===== src/rtl/uart_pkg.sv =====
// Shared types and character constants for the UART echo buffer.
// The CR->CRLF expansion is enabled by defining UART_ECHO_CRLF_EN.
package uart_pkg;

  typedef enum logic [1:0] {
    IDLE    = 2'd0,
    SEND    = 2'd1,
    SEND_LF = 2'd2
  } state_t;

  localparam logic [7:0] CHAR_CR = 8'h0D;
  localparam logic [7:0] CHAR_LF = 8'h0A;

endpackage


===== src/rtl/echo_fifo.sv =====
// Small synchronous byte FIFO for the echo path: combinational head, pop strobe.
// A push into a full FIFO is accepted only when a pop happens at the same edge.
module echo_fifo #(
  parameter int DEPTH = 16,
  localparam int AW = $clog2(DEPTH)
) (
  input  logic          CLK,
  input  logic          RST_N,
  input  logic          push,
  input  logic [7:0]    wdata,
  input  logic          pop,
  output logic [7:0]    head,
  output logic [AW:0]   level,
  output logic          full,
  output logic          empty
);

  logic [7:0]    mem [DEPTH];
  logic [AW-1:0] wr_ptr;
  logic [AW-1:0] rd_ptr;
  logic          do_push;
  logic          do_pop;

  assign full    = (level == (AW+1)'(DEPTH));
  assign empty   = (level == '0);
  assign do_pop  = pop && !empty;
  assign do_push = push && (!full || do_pop);
  assign head    = mem[rd_ptr];

  always_ff @(posedge CLK) begin
    if (do_push) mem[wr_ptr] <= wdata;
  end

  // Pointers wrap naturally because DEPTH is a power of two.
  always_ff @(posedge CLK or negedge RST_N) begin
    if (!RST_N) begin
      wr_ptr <= '0;
      rd_ptr <= '0;
      level  <= '0;
    end else begin
      if (do_push) wr_ptr <= wr_ptr + 1'b1;
      if (do_pop)  rd_ptr <= rd_ptr + 1'b1;
      case ({do_push, do_pop})
        2'b10:   level <= level + 1'b1;
        2'b01:   level <= level - 1'b1;
        default: level <= level;
      endcase
    end
  end

endmodule


===== src/rtl/uart_echo_buf.sv =====
// Echo-path byte buffer: FIFO plus a valid/ready output stage with sticky overflow.
// Define UART_ECHO_CRLF_EN to follow every transmitted CR with an inserted LF.
module uart_echo_buf
  import uart_pkg::*;
#(
  parameter int DEPTH = 16,
  localparam int AW = $clog2(DEPTH)
) (
  input  logic          CLK,
  input  logic          RST_N,
  input  logic [7:0]    rx_data,
  input  logic          rx_valid,
  output logic [7:0]    tx_data,
  output logic          tx_valid,
  input  logic          tx_ready,
  output logic [AW:0]   level,
  output logic          overflow,
  input  logic          ovf_clr
);

  state_t      state;
  state_t      next_state;
  logic [7:0]  data_reg;
  logic [7:0]  head;
  logic        pop;
  logic        full;
  logic        empty;
  logic        xfer;
  logic        drop;

  echo_fifo #(.DEPTH(DEPTH)) u_fifo (
    .CLK   (CLK),
    .RST_N (RST_N),
    .push  (rx_valid),
    .wdata (rx_data),
    .pop   (pop),
    .head  (head),
    .level (level),
    .full  (full),
    .empty (empty)
  );

  assign xfer = tx_valid && tx_ready;
  assign drop = rx_valid && full && !pop;

  always_ff @(posedge CLK or negedge RST_N) begin
    if (!RST_N) begin
      state    <= IDLE;
      data_reg <= 8'h00;
      overflow <= 1'b0;
    end else begin
      state <= next_state;
      if (pop) data_reg <= head;
      if (drop)         overflow <= 1'b1;
      else if (ovf_clr) overflow <= 1'b0;
    end
  end

  // Popping on the transfer edge keeps the output register full for back-to-back bytes.
  always_comb begin
    next_state = state;
    pop        = 1'b0;
    case (state)
      IDLE: begin
        if (!empty) begin
          pop        = 1'b1;
          next_state = SEND;
        end
      end
      SEND: begin
        if (xfer) begin
`ifdef UART_ECHO_CRLF_EN
          if (data_reg == CHAR_CR) next_state = SEND_LF;
          else if (!empty)         pop = 1'b1;
          else                     next_state = IDLE;
`else
          if (!empty) pop = 1'b1;
          else        next_state = IDLE;
`endif
        end
      end
`ifdef UART_ECHO_CRLF_EN
      SEND_LF: begin
        if (xfer) begin
          if (!empty) begin
            pop        = 1'b1;
            next_state = SEND;
          end else begin
            next_state = IDLE;
          end
        end
      end
`endif
      default: next_state = IDLE;
    endcase
  end

  always_comb begin
    tx_valid = 1'b0;
    tx_data  = data_reg;
    case (state)
      SEND: tx_valid = 1'b1;
`ifdef UART_ECHO_CRLF_EN
      SEND_LF: begin
        tx_valid = 1'b1;
        tx_data  = CHAR_LF;
      end
`endif
      default: tx_valid = 1'b0;
    endcase
  end

endmodule

===== config.mk =====
export PLATFORM = sky130hd
export DESIGN_NAME = uart_echo_buf
export DESIGN_NICKNAME = d
export VERILOG_FILES = /design/src/rtl/uart_pkg.sv /design/src/rtl/echo_fifo.sv /design/src/rtl/uart_echo_buf.sv
export SDC_FILE = /design/constraint.sdc
export NUM_CORES = 1
export LEC_CHECK = 0
export ABC_AREA = 1
export CAP_MARGIN = 20
export CORE_UTILIZATION = 35
export DETAILED_ROUTE_END_ITERATION = 10
export PLACE_DENSITY = 0.52
export SLEW_MARGIN = 30
export SYNTH_ARGS = -nofsm -noshare
export SYNTH_HDL_FRONTEND = slang
export SYNTH_HIERARCHICAL = 1
export SYNTH_SLANG_ARGS = --single-unit

===== constraint.sdc =====
create_clock -name CLK -period 6.08 [get_ports CLK]
set_input_delay 0.608 -clock CLK [delete_from_list [all_inputs] [get_ports CLK]]
set_output_delay 0.608 -clock CLK [all_outputs]
set_load 0.01 [all_outputs]

Word level (Yosys, flattened, before mapping)

Memory sizes are Yosys's and may differ from the RTL's. A register that Yosys moved wholly into a read port is not among the register bits.
Index checks and enable logic that the tools add are counted.

Bits in writable memories: 128
Input bits: 13
Output and inout port bits: 15
Memories kept: 1
Bits in registers: 16
Logic and storage cells: 45

Memories:

| memory     | depth | bits a word | rd ports | clocked after memory_dff | write ports | line            | text |
|---|---|---|---|---|---|---|---|
| u_fifo.mem | 16    | 8           | 1        | 1                        | 1           | echo_fifo.sv:18 | `logic [7:0] mem [DEPTH];` |

Equality and inequality tests: 7
Muxes and demuxes: 13
Reductions and logical operators: 15
Add/sub/neg operators: 4

Operators by type and width:

| operator            | number |
|---|---|
| $pmux 5 s2          | 1 |
| $add 4x1->4 const B | 2 |
| $mux 1              | 7 |
| $mux 2              | 3 |
| $ne 2x2->1 const B  | 3 |
| $add 5x1->5 const B | 1 |
| $eq 5x5->1 const B  | 1 |
| $logic_and 1x1->1   | 5 |
| $logic_not 5->1     | 1 |
| $sub 5x1->5 const B | 1 |
| $eq 2x1->1 const B  | 2 |
| $logic_not 1->1     | 4 |
| $pmux 2 s2          | 1 |
| $reduce_bool 2->1   | 2 |
| $reduce_and 3->1    | 1 |
| $eq 2x2->1 const B  | 1 |
| $logic_not 2->1     | 1 |
| $pmux 1 s2          | 1 |
| $logic_or 1x1->1    | 1 |

Logic depth before layout (Yosys ltp)

Word-level depth: 10
Depth in mapped cells: 17
Depth with buffers taken out: 17

Modules after synthesis

The synthesis kept the hierarchy.

By module, submodules not included:

| module        | area each (um2) | cells an instance | instances | seq. area each (um2) |
|---|---|---|---|---|
| echo_fifo     | 5962.0          | 481               | 1         | 4169.0 |
| uart_echo_buf | 410.4           | 46                | 1         | 250.2 |

Least setup slack after synthesis

OpenSTA, ideal clock, no wires.

Kind: flip-flop to flip-flop
Start: register u_fifo.level[1]
End: register u_fifo.level[4]
Required time: 5.967 ns
Slack: 3.719 ns
Buffers on the path: 0
Library setup time: 0.113 ns
Period minus slack after synthesis: 2.361 ns
Cell stages (with the launch flop): 18
Data arrival time: 2.248 ns
Path through: dfrtp_1 nor2_4 nand3_2 inv_1 inv_2 nand2_4 inv_1 nand3_1 inv_1 ha_1 inv_1 o21ai_0 a21o_1 nand2_1 nand2_1 nand2_1 nand2_1 inv_1

Word-level cells in the longest chain between the ends: 9
Elaborated cells between the ends (all ways): 16
Those cells by class: add/sub: 2; eq/ne: 3; mux: 4; reduce/logical: 7

Ends and longest elaborated chain:

| what                                            | line                                     | text |
|---|---|---|
| start, declared                                 | echo_fifo.sv:13                          | `output logic [AW:0] level,` |
| start signal, assigned                          | echo_fifo.sv:44                          | `2'b10: level <= level + 1'b1;` |
| start signal, assigned                          | echo_fifo.sv:45                          | `2'b01: level <= level - 1'b1;` |
| start signal, assigned                          | echo_fifo.sv:46                          | `default: level <= level;` |
| $logic_not 5->1 *                               | echo_fifo.sv:25                          | `assign empty = (level == '0);` |
| named net empty                                 | uart_echo_buf.sv:27                      | `logic empty;` |
| $mux 1 *                                        | uart_echo_buf.sv:65, uart_echo_buf.sv:77 |  |
| $mux 1                                          | uart_echo_buf.sv:71                      | `if (xfer) begin` |
| $pmux 1 s2 *                                    | uart_echo_buf.sv:63                      | `case (state)` |
| named net pop                                   | uart_echo_buf.sv:25                      | `logic pop;` |
| $logic_and 1x1->1 *                             | echo_fifo.sv:26                          | `assign do_pop = pop && !empty;` |
| $logic_or 1x1->1                                | echo_fifo.sv:27                          | `assign do_push = push && (!full \|\| do_pop);` |
| $logic_and 1x1->1                               | echo_fifo.sv:27                          |  |
| $eq 2x1->1 or $eq 2x2->1 (tied branches)        | echo_fifo.sv:43                          | `case ({do_push, do_pop})` |
| $pmux 5 s2 or $reduce_bool 2->1 (tied branches) | n/a                                      |  |

Mark *: on every way through the listed nets, which the timed path passes. The rest lies on a longest branch.
A chain may end at the register's enable or synchronous reset.

Worst setup path in the final report

Start: register u_fifo.level[0]
End: register u_fifo.level[4]

Same word-level chain as after synthesis.

==> run summary <==
=================================================================================
Average detailed-routed wire length per instance ...................      18.8 µm
Adder-cell area share of the yosys netlist .........................        1.88%
Starting density of the core .......................................        36.3%
I/O pin total ......................................................           28
Detailed-route wire length .........................................    14,800 µm
IR Drop Worst-Case VDD .............................................   0.000241 V
Via count of the first global-routing pass .........................        3,991
Post-CTS repair timing setup buffer count ..........................            0
Deepest clock path buffer count ....................................            2
Post-Synth Simple-Gate Area ........................................        12.9%
PwrDens ............................................................   496 nW/µm²
Sequential Area ....................................................     4420 µm²
Minimum clock period ...............................................      2.63 ns
Critical path capture point type ...................................    flip-flop
Mux share of post-synthesis cell area ..............................           0%
Mean area per synthesized cell .....................................     12.1 µm²
Post-synthesis sequential area ratio ...............................        69.4%
Main combinational cell family by area after synthesis ............. simple AND/OR/NAND/NOR gates
Post-route ant nets ................................................            0
Multi-input gate area ..............................................     1680 µm²
Core box area ......................................................   17,500 µm²
Fraction of the mapped netlist area in compound gates ..............        10.2%
Via-to-Cell Ratio ..................................................         5.16
Number of port buffers .............................................           27
Post-Place Setup Slack .............................................      3.14 ns
Yosys synthesis warning count ......................................            6
Critical path data required time ...................................      6.39 ns
Number of buffers created by CTS ...................................           17
Final worst path period share ......................................        43.3%
Clock Skews ........................................................   0.00535 ns
CP Class ........................................................... flip-flop to flip-flop
Net Count, Synth ...................................................          549
Setup repair after global routing missed its margin ................           no
Clock slew seen by the registers of the worst setup and hold paths .      0.06 ns
Total congestion overflow after global routing .....................            0
Number of instances in the synthesized netlist .....................          527
Routability-driven placement congestion ratio ......................        0.813
Setup TNS ..........................................................         0 ns
Maximum fanout encountered on the critical timing path .............           10
DR vias ............................................................        4,067
Status ............................................................. finished clean
Leakage power ......................................................      2.63 nW
Worst hold-check slack .............................................     0.166 ns
Antenna fix cells ..................................................            0
Synth-to-Final Area Change .........................................        15.7%
Non-Filler Instances ...............................................          788
Share of the core filled with cells ................................        42.0%
Critical path arrival ..............................................      2.94 ns
Reported max-cap violation count ...................................            0
Number of instances in the placed design ...........................          756
Normalized max-slew margin .........................................        46.9%
TritonCTS clock tree ...............................................        built
Iter 0 DRT Violations ..............................................          334
Total clock sinks ..................................................          151
Crit path setup slack, layout ......................................      3.45 ns
Wire length of the first global-routing pass .......................    22,500 µm
Initial antenna violation count ....................................            0
Flip-flop and latch count after synthesis ..........................          151
Yosys top cell area share ..........................................        60.3%
Maximum clock frequency ............................................      380 MHz
Dominant cells by area after synthesis ............................. edfxtp_1 60%, dfrtp_1 9.0%, nor2_1 6.0%, o21ai_0 4.5%, o211ai_1 3.8%
Die outline height .................................................       137 µm
Xor and xnor fraction of the mapped netlist area ...................        1.35%
Share of cells above drive strength 1 ..............................        8.88%
Number of setup violations in the final report .....................            0
Class of the tightest hold or removal check ........................ input port to async pin
Element type at the critical path start ............................    flip-flop
Number of detailed-route iterations in the first pass ..............            4
Mapped Area ........................................................     6370 µm²
Final hold violation count .........................................            0
H-tree lvl count ...................................................            4
Layout Nets ........................................................          572
Final count of pins violating max slew .............................            0
# rows .............................................................           48
Clock insertion delay at the later pin of the skew report ..........      0.42 ns
Count of different cell masters after synthesis ....................           31
Most common library cell in the layout ignoring fill and taps ......     edfxtp_1
Post-CTS Hold Buffers ..............................................            0
Leading cell types in the layout, fill and taps excluded ........... 128 x edfxtp_1, 102 x nor2_1, 57 x o21ai_0
DRC violation count after routing ..................................            0
Total global-route track usage .....................................        17.0%
Half-perimeter wire length after detailed placement ................      9320 µm
Area leader, netlist ...............................................     edfxtp_1
Total of cells resized after clock tree synthesis ..................            0
Floorplan die area .................................................   18,700 µm²
Least-Margin Pin Slew ..............................................     0.794 ns
Layout filler cell count ...........................................        1,663
X dimension of the die .............................................       137 µm
Root Buffer Master .................................................    clkbuf_16
Largest net degree at the start of global routing ..................           73
=================================================================================
-- power breakdown --
group / internal (W) / switching [W] / leakage, nW
Clock: 0.000644 / 0.000406 / 0.276
Sequential: 0.00128 / 0.000107 / 1.43
Combinational: 0.000399 / 0.000817 / 0.922
-- cells by family (layout without fill, tap and decap cells) --
logic type,count (synthesis),count (layout)
buf+inv,56,92
simple gates,191,191
fa+ha+maj,9,9
compound gates,111,111
flops,151,151
xor+xnor,9,9
-- synthesized netlist by cell type (all sizes together) --
master / n
a21o: 1
a21oi: 6
buf: 21
clkbuf: 4
clkinv: 1
dfrtp: 23
edfxtp: 128
fa: 1
ha: 8
inv: 30
nand2: 54
nand3: 32
nand4: 1
nor2: 104
o211ai: 32
o21ai: 72
xnor2: 1
xor2: 8
-- per-stage QoR --
step	total power, W	cell area (µm²)
6_report	0.00366	7370
5_1_grt	0.00386	7370
4_1_cts	0.00368	7370
3_5_place_dp	0.00261	6780
3_3_place_gp	0.00260	6790
2_1_floorplan	0.00223	6370
-- layer usage --
layer | GRT usage (%) | part of all wire (%) | vias up
li1 | - | - | 1902
met1 | 22.3 | 46 | 2068
met2 | 28.1 | 49 | 88
met3 | 3.59 | 3.9 | 9
met4 | 5.31 | 0.91 | 0
met5 | 0 | 0 | -
-- critical path, cell delays in order, from the launching register on --
cell     delay [ns]
dfrtp_1        0.46
nor2_4         0.18
nand3_2        0.11
inv_1          0.11
inv_2          0.09
nand2_4        0.13
inv_1          0.11
nand3_1        0.20
inv_1          0.12
ha_1           0.35
inv_1          0.05
o21ai_0        0.20
a21o_1         0.14
nand2_1        0.06
nand2_1        0.06
nand2_1        0.05
nand2_1        0.05
inv_1          0.03
-- path summary, 6_finish.rpt --
| check | startpoint | endpoint | slack (ns) | depth (start not counted) |
|---|---|---|---|---|
| setup / recovery | u_fifo/level[0] | u_fifo/level[4] | 3.45 | 17 |
| hold / removal | RST_N | u_fifo/level[1] | 0.17 | 1 |
| setup reg to reg | u_fifo/level[0] | u_fifo/level[4] | 3.45 | 17 |
| hold reg to reg | tx_data[1] | tx_data[1] | 0.47 | 2 |
| max in group asynchronous | RST_N | u_fifo/rd_ptr[0] | 5.53 | 1 |
| min in group CLK | tx_data[1] | tx_data[1] | 0.47 | 2 |
-- cell type report --
type	instances	share of cell area, %
clock buffers	20	5.92
clock inverters	12	2.07
inverters	31	1.61
multi-input cells	320	22.8
flip-flops and latches	151	60.0
well taps	225	3.82
repair buffers	29	3.80
-- registers in the layout (all words and copies together) (netlist names) --
register	count
overflow	1
state	1
tx_data	8
u_fifo/level	5
u_fifo/mem	128
u_fifo/rd_ptr	4
u_fifo/wr_ptr	4
(Power assumes the default switching activity.)
==> RTL edit 1: new RTL, same settings <==
Add a define of `UART_ECHO_CRLF_EN`.
--- a/src/rtl/uart_echo_buf.sv
+++ b/src/rtl/uart_echo_buf.sv
@@ -2,2 +2,4 @@
 // Define UART_ECHO_CRLF_EN to follow every transmitted CR with an inserted LF.
+`define UART_ECHO_CRLF_EN
+
 module uart_echo_buf
Behaviour: not the same (Yosys sat finds a counterexample within 4 cycles, from zero or initial values and one cycle with RST_N low).
==> RTL edit 1 against the unedited design <==
- sequential cell count increased by 1
- wire length increased by 5.0%
- utilization decreased by 0.73 points
- die area increased by 4.5%
- synthesized area increased by 4.6%
- sequential share of layout area decreased by 2.4 points
- global-route usage about the same
- worst setup slack got worse by 0.26 ns
- clock power increased by 10%
- final cell count increased by 7.0%
- power increased by 11%
- fmax decreased by 8.9%
- final area increased by 4.8%
- critical endpoint is now u_fifo/mem[8][4]
- largest cell class unchanged
==> RTL edit 1: results (changes against the unedited design) <==
stage,metric,value,unit,change
grt,Global Route Usage Sum,17.0,%,about the same
placed_design,Post-Place Setup Slack,2.92,ns,-0.227 ns
synth,async set-reset flop share out of synthesis,15.8,%,+0.56 points
drt,drt wl/cell,18.4,µm,-1.8%
synth,sequential area share after synthesis,66.7,%,-2.7 points
synth,Syn Nets,600,,+9.3%
synth,Synth area leaders,"edfxtp_1 58%, dfrtp_1 9.0%, nor2_1 6.2%",,
setup_path,Reg-to-Reg Start,state[0],,
run_status,status,"complete, no violations",,
pwr,leakage dissipation,2.82,nW,+7.4%
placed_design,routability cong.,0.799,,-1.8%
min_path,HP Class,register to register,,
placed_design,dpl cell area,7080,µm²,+4.4%
final_layout,share of layout cells above drive strength 1,10.0,%,+1.1 points
final_layout,Nets,622,,+8.7%
synth,synth cell count leaders,"128 x edfxtp_1, 110 x nor2_1, 64 x o21ai_0, 52 x nand2_1, 34 x inv_1",,
grt,global-route wire length before repair,24.3,mm,+8.1%
setup_path,r2r endpoint,u_fifo/mem[8][4],,
placed_design,Detailed Place HPWL,10.1,mm,+8.5%
clock_network,Resized Gates After CTS,0,,unchanged
final_layout,number of fill cells,1735,,+4.3%
sta,Hold WS,0.484,ns,+0.319 ns
pwr,Int Pwr,0.00254,W,+9.3%
grt,vias in the first global route,4342,,+8.8%
sta,Tightest Pin Transition,0.818,ns,+0.0243 ns
setup_path,worst reg2reg path depth,12,,-5
drt,via density per instance,5.17,,about the same
synth,Unique masters post-synth,36,,+16%
drt,first drt pass iteration count,5,,+1
synth,post-synthesis average cell area,11.6,µm²,-4.0%
RTL edit 1: changes by cell type in the layout (fill, tap and decap cells not counted), sizes merged, moves of 4 or more:
| cell | unedited run | this run |
|---|---|---|
| a21oi | 6 | 13 |
| o21ai | 72 | 68 |
| ha | 8 | 12 |
| nand2 | 54 | 65 |
| nor2 | 104 | 114 |
| inv | 31 | 43 |
RTL edit 1: area by class of cell:
type                            count  area, µm²  share of cell area [%]
Clock inverter                     13        216                    2.80
Timing Repair Buffer               29        285                    3.69
Sequential cell                   152       4450                    57.6
Inverter                           42        163                    2.11
Tap cell                          234        293                    3.79
Multi-Input combinational cell    354       1890                    24.4
Clock buffer                       19        433                    5.60
RTL edit 1: worst max-delay path: stages (launching register included):
cell and delay, ns:
dfrtp_1 0.40, inv_1 0.10, ha_1 0.32, nand2_1 0.12, nand2_1 0.09, nand2_2 0.06, nand2_4 0.13, nand2_8 0.09
inv_1 0.14, o21ai_2 0.10, inv_2 0.14, nand2_1 0.22, nor2_1 0.59
RTL edit 1: kinds of logic after synthesis:
| kind of cell | Yosys count | share of synthesized area (%) |
|---|---|---|
| AOI/OAI and AO/OA | 114 | 9.84 |
| xor gates and xnor gates | 9 | 1.30 |
| DFF | 152 | 66.7 |
| buffers and inverters | 68 | 4.98 |
| and+or+nand+nor | 218 | 14.6 |
| adders and majority gates | 13 | 2.55 |
RTL edit 1: metal layers:
layer  GRT usage [%]  part of all wire [%]  vias up
li1                -                     -     2042
met1            21.4                    44     2179
met2            28.6                    50      116
met3            3.69                   4.7       18
met4            6.77                   1.6        0
met5               0                     0        -
RTL edit 1: power by group through the flow:
| stage | registers (W) | logic (W) | clock network (W) |
|---|---|---|---|
| finish | 0.00148 | 0.00143 | 0.00116 |
| global route | 0.00151 | 0.00161 | 0.00122 |
| CTS | 0.00148 | 0.00144 | 0.00117 |
| detailed placement | 0.00150 | 0.00144 | 0 |
| global placement | 0.00150 | 0.00141 | 0 |
| floorplan | 0.00139 | 0.00110 | 0 |
RTL edit 1: how the worst max path moves through the flow:
stage               cells after the start                to             from  slack (ns)
detailed placement                     11  u_fifo/mem[1][1]         tx_ready        2.92
global route                           12  u_fifo/mem[9][4]         state[0]        2.92
floorplan                              21   u_fifo/level[4]  u_fifo/level[1]        3.56
global placement                       11  u_fifo/mem[5][4]         tx_ready        3.02
finish                                 12  u_fifo/mem[8][4]         state[0]        3.19
CTS                                    12  u_fifo/mem[1][2]         state[0]        3.10
==> RTL edit 2: new RTL, config.mk and constraints unchanged <==
Made on the original files. Encoding of `state_t`: now one-hot (3 bits for 3 states).
--- a/src/rtl/uart_pkg.sv
+++ b/src/rtl/uart_pkg.sv
@@ -4,6 +4,6 @@
 
-  typedef enum logic [1:0] {
-    IDLE    = 2'd0,
-    SEND    = 2'd1,
-    SEND_LF = 2'd2
+  typedef enum logic [2:0] {
+    IDLE    = 3'b001,
+    SEND    = 3'b010,
+    SEND_LF = 3'b100
   } state_t;
Formal check against the unedited RTL: no difference found for any inputs over 10 cycles, from zero or initial values and one cycle with RST_N low; not proved beyond that.
==> RTL edit 2 against the unedited design <==
- synthesized area up 1.7%
- power rose by 3.7%
- worst setup slack lost 0.24 ns
- utilization down 0.44 points
- hold slack improved by 0.31 ns
- clock power hardly changed
- sequential share of layout area fell by 0.65 points
- critical endpoint unchanged
- global-route usage is 0.45 points lower
- final area grew 1.7%
- sequential cell count up 1
- largest cell class unchanged
- largest power group unchanged
- wire length is 1.9% higher
==> RTL edit 2: results (changes against the unedited design) <==
stage,metric,value,unit,change
drt,drt first-iter violations,423,,+27%
sta,Tightest Pin Transition,0.852,ns,+0.0579 ns
setup_path,worst reg2reg path depth,14,,-3
synth,Mapped Cells,542,,+2.8%
synth,sequential area share after synthesis,68.6,%,-0.73 points
placed_design,Detailed Place HPWL,9.75,mm,+4.5%
synth,post-synthesis mux area share,0,%,unchanged
placed_design,routability cong.,0.777,,-4.5%
setup_path,"Arr. time, crit path",3.18,ns,+0.24 ns
drt,WL met3,814,µm,+42%
drt,drt wl/cell,18.6,µm,-0.62%
synth,Syn Nets,566,,+3.1%
synth,Synth area leaders,"edfxtp_1 59%, dfrtp_1 8.9%, nor2_1 5.9%",,
drt,Post-Route M1 WL,6.97,mm,+2.3%
setup_path,Crit. Startpoint,state[0],,
setup_path,"setup slack, reg-to-reg",3.21,ns,-0.24 ns
synth,Compound-Gate Fraction of Synth Area,10.0,%,-0.17 points
pwr,Worst VDD drop,0.269,mV,+12%
grt,global-route wire length before repair,23.7,mm,+5.3%
setup_path,Reg-to-Reg Start,state[0],,
synth,Unique masters post-synth,32,,+3.2%
drt,met2 WL post-DR,7.07,mm,-2.5%
synth,Synth Area in XOR/XNOR,1.33,%,-0.022 points
synth,Synth Area in Adders,2.24,%,+0.36 points
min_path,hold path startpoint,overflow,,
clock_network,clk slew on worst S/H paths,0.06,ns,about the same
final_layout,Nets,590,,+3.1%
placed_design,Port Buffers,27,,unchanged
drt,first drt pass iteration count,7,,+3
grt,vias in the first global route,4197,,+5.2%
setup_path,type of the worst setup path,register to register,,
grt,pin count of the biggest net entering global routing,73,,unchanged
grt,routing usage on met1,22.2,%,-0.089 points
placed_design,placed cell count,776,,+2.6%
final_layout,share of layout cells above drive strength 1,8.46,%,-0.42 points
sta,Worst Clk Skew,0.00747,ns,+0.00213 ns
synth,synth cell count leaders,"128 x edfxtp_1, 102 x nor2_1, 57 x nand2_1, 57 x o21ai_0, 32 x o211ai_1",,
placed_design,dpl cell area,6910,µm²,+1.8%
drt,via density per instance,5.09,,-1.4%
grt,Global Route met2 Usage,26.3,%,-1.8 points
grt,Global Route Usage Sum,16.6,%,-0.45 points
sta,final worst-path cycle share,47.1,%,+3.9 points
final_layout,Non-Filler Instances,808,,+2.5%
clock_network,CTS max path bufs,2,,unchanged
grt,met3 Use GR,4.26,%,+0.67 points
pwr,leakage dissipation,2.70,nW,+2.6%
sta,Hold WS,0.474,ns,+0.308 ns
placed_design,Post-Place Setup Slack,3.08,ns,-0.0602 ns
final_layout,Top reg by flops,u_fifo/mem,,
run_status,status,"complete, no violations",,
## RTL edit 2: changes by cell type after synthesis
cell and change:
dfstp_2 +1, ha_1 +2, inv_1 +2, inv_2 -1, nand2_1 +8, nand3_1 +2, nor2_4 +1
## RTL edit 2: cell type report
class	instances	area (µm²)
fill	1708	10500
sequential	152	4450
multi-input combinational	333	1760
clock buffer	22	444
timing repair buffer	30	293
tap	229	287
clock inverter	10	146
inverter	32	123
## RTL edit 2: report_power, final
group,total [W],switching [W],internal (W),leakage (nW)
logic,0.00133,0.000889,0.000439,0.978
clock network,0.00105,0.000401,0.000648,0.271
registers,0.00141,0.000112,0.00130,1.45
## RTL edit 2: worst max-delay path: stages, from the launching register on
cell,delay [ns]
dfstp_2,0.55
inv_1,0.04
ha_1,0.31
nor2_4,0.22
nand2_4,0.12
inv_1,0.19
nand3_1,0.21
fa_1,0.44
o21ai_0,0.25
a21o_1,0.15
nand2_1,0.07
nand2_1,0.06
nand2_1,0.04
nand2_1,0.06
inv_1,0.04
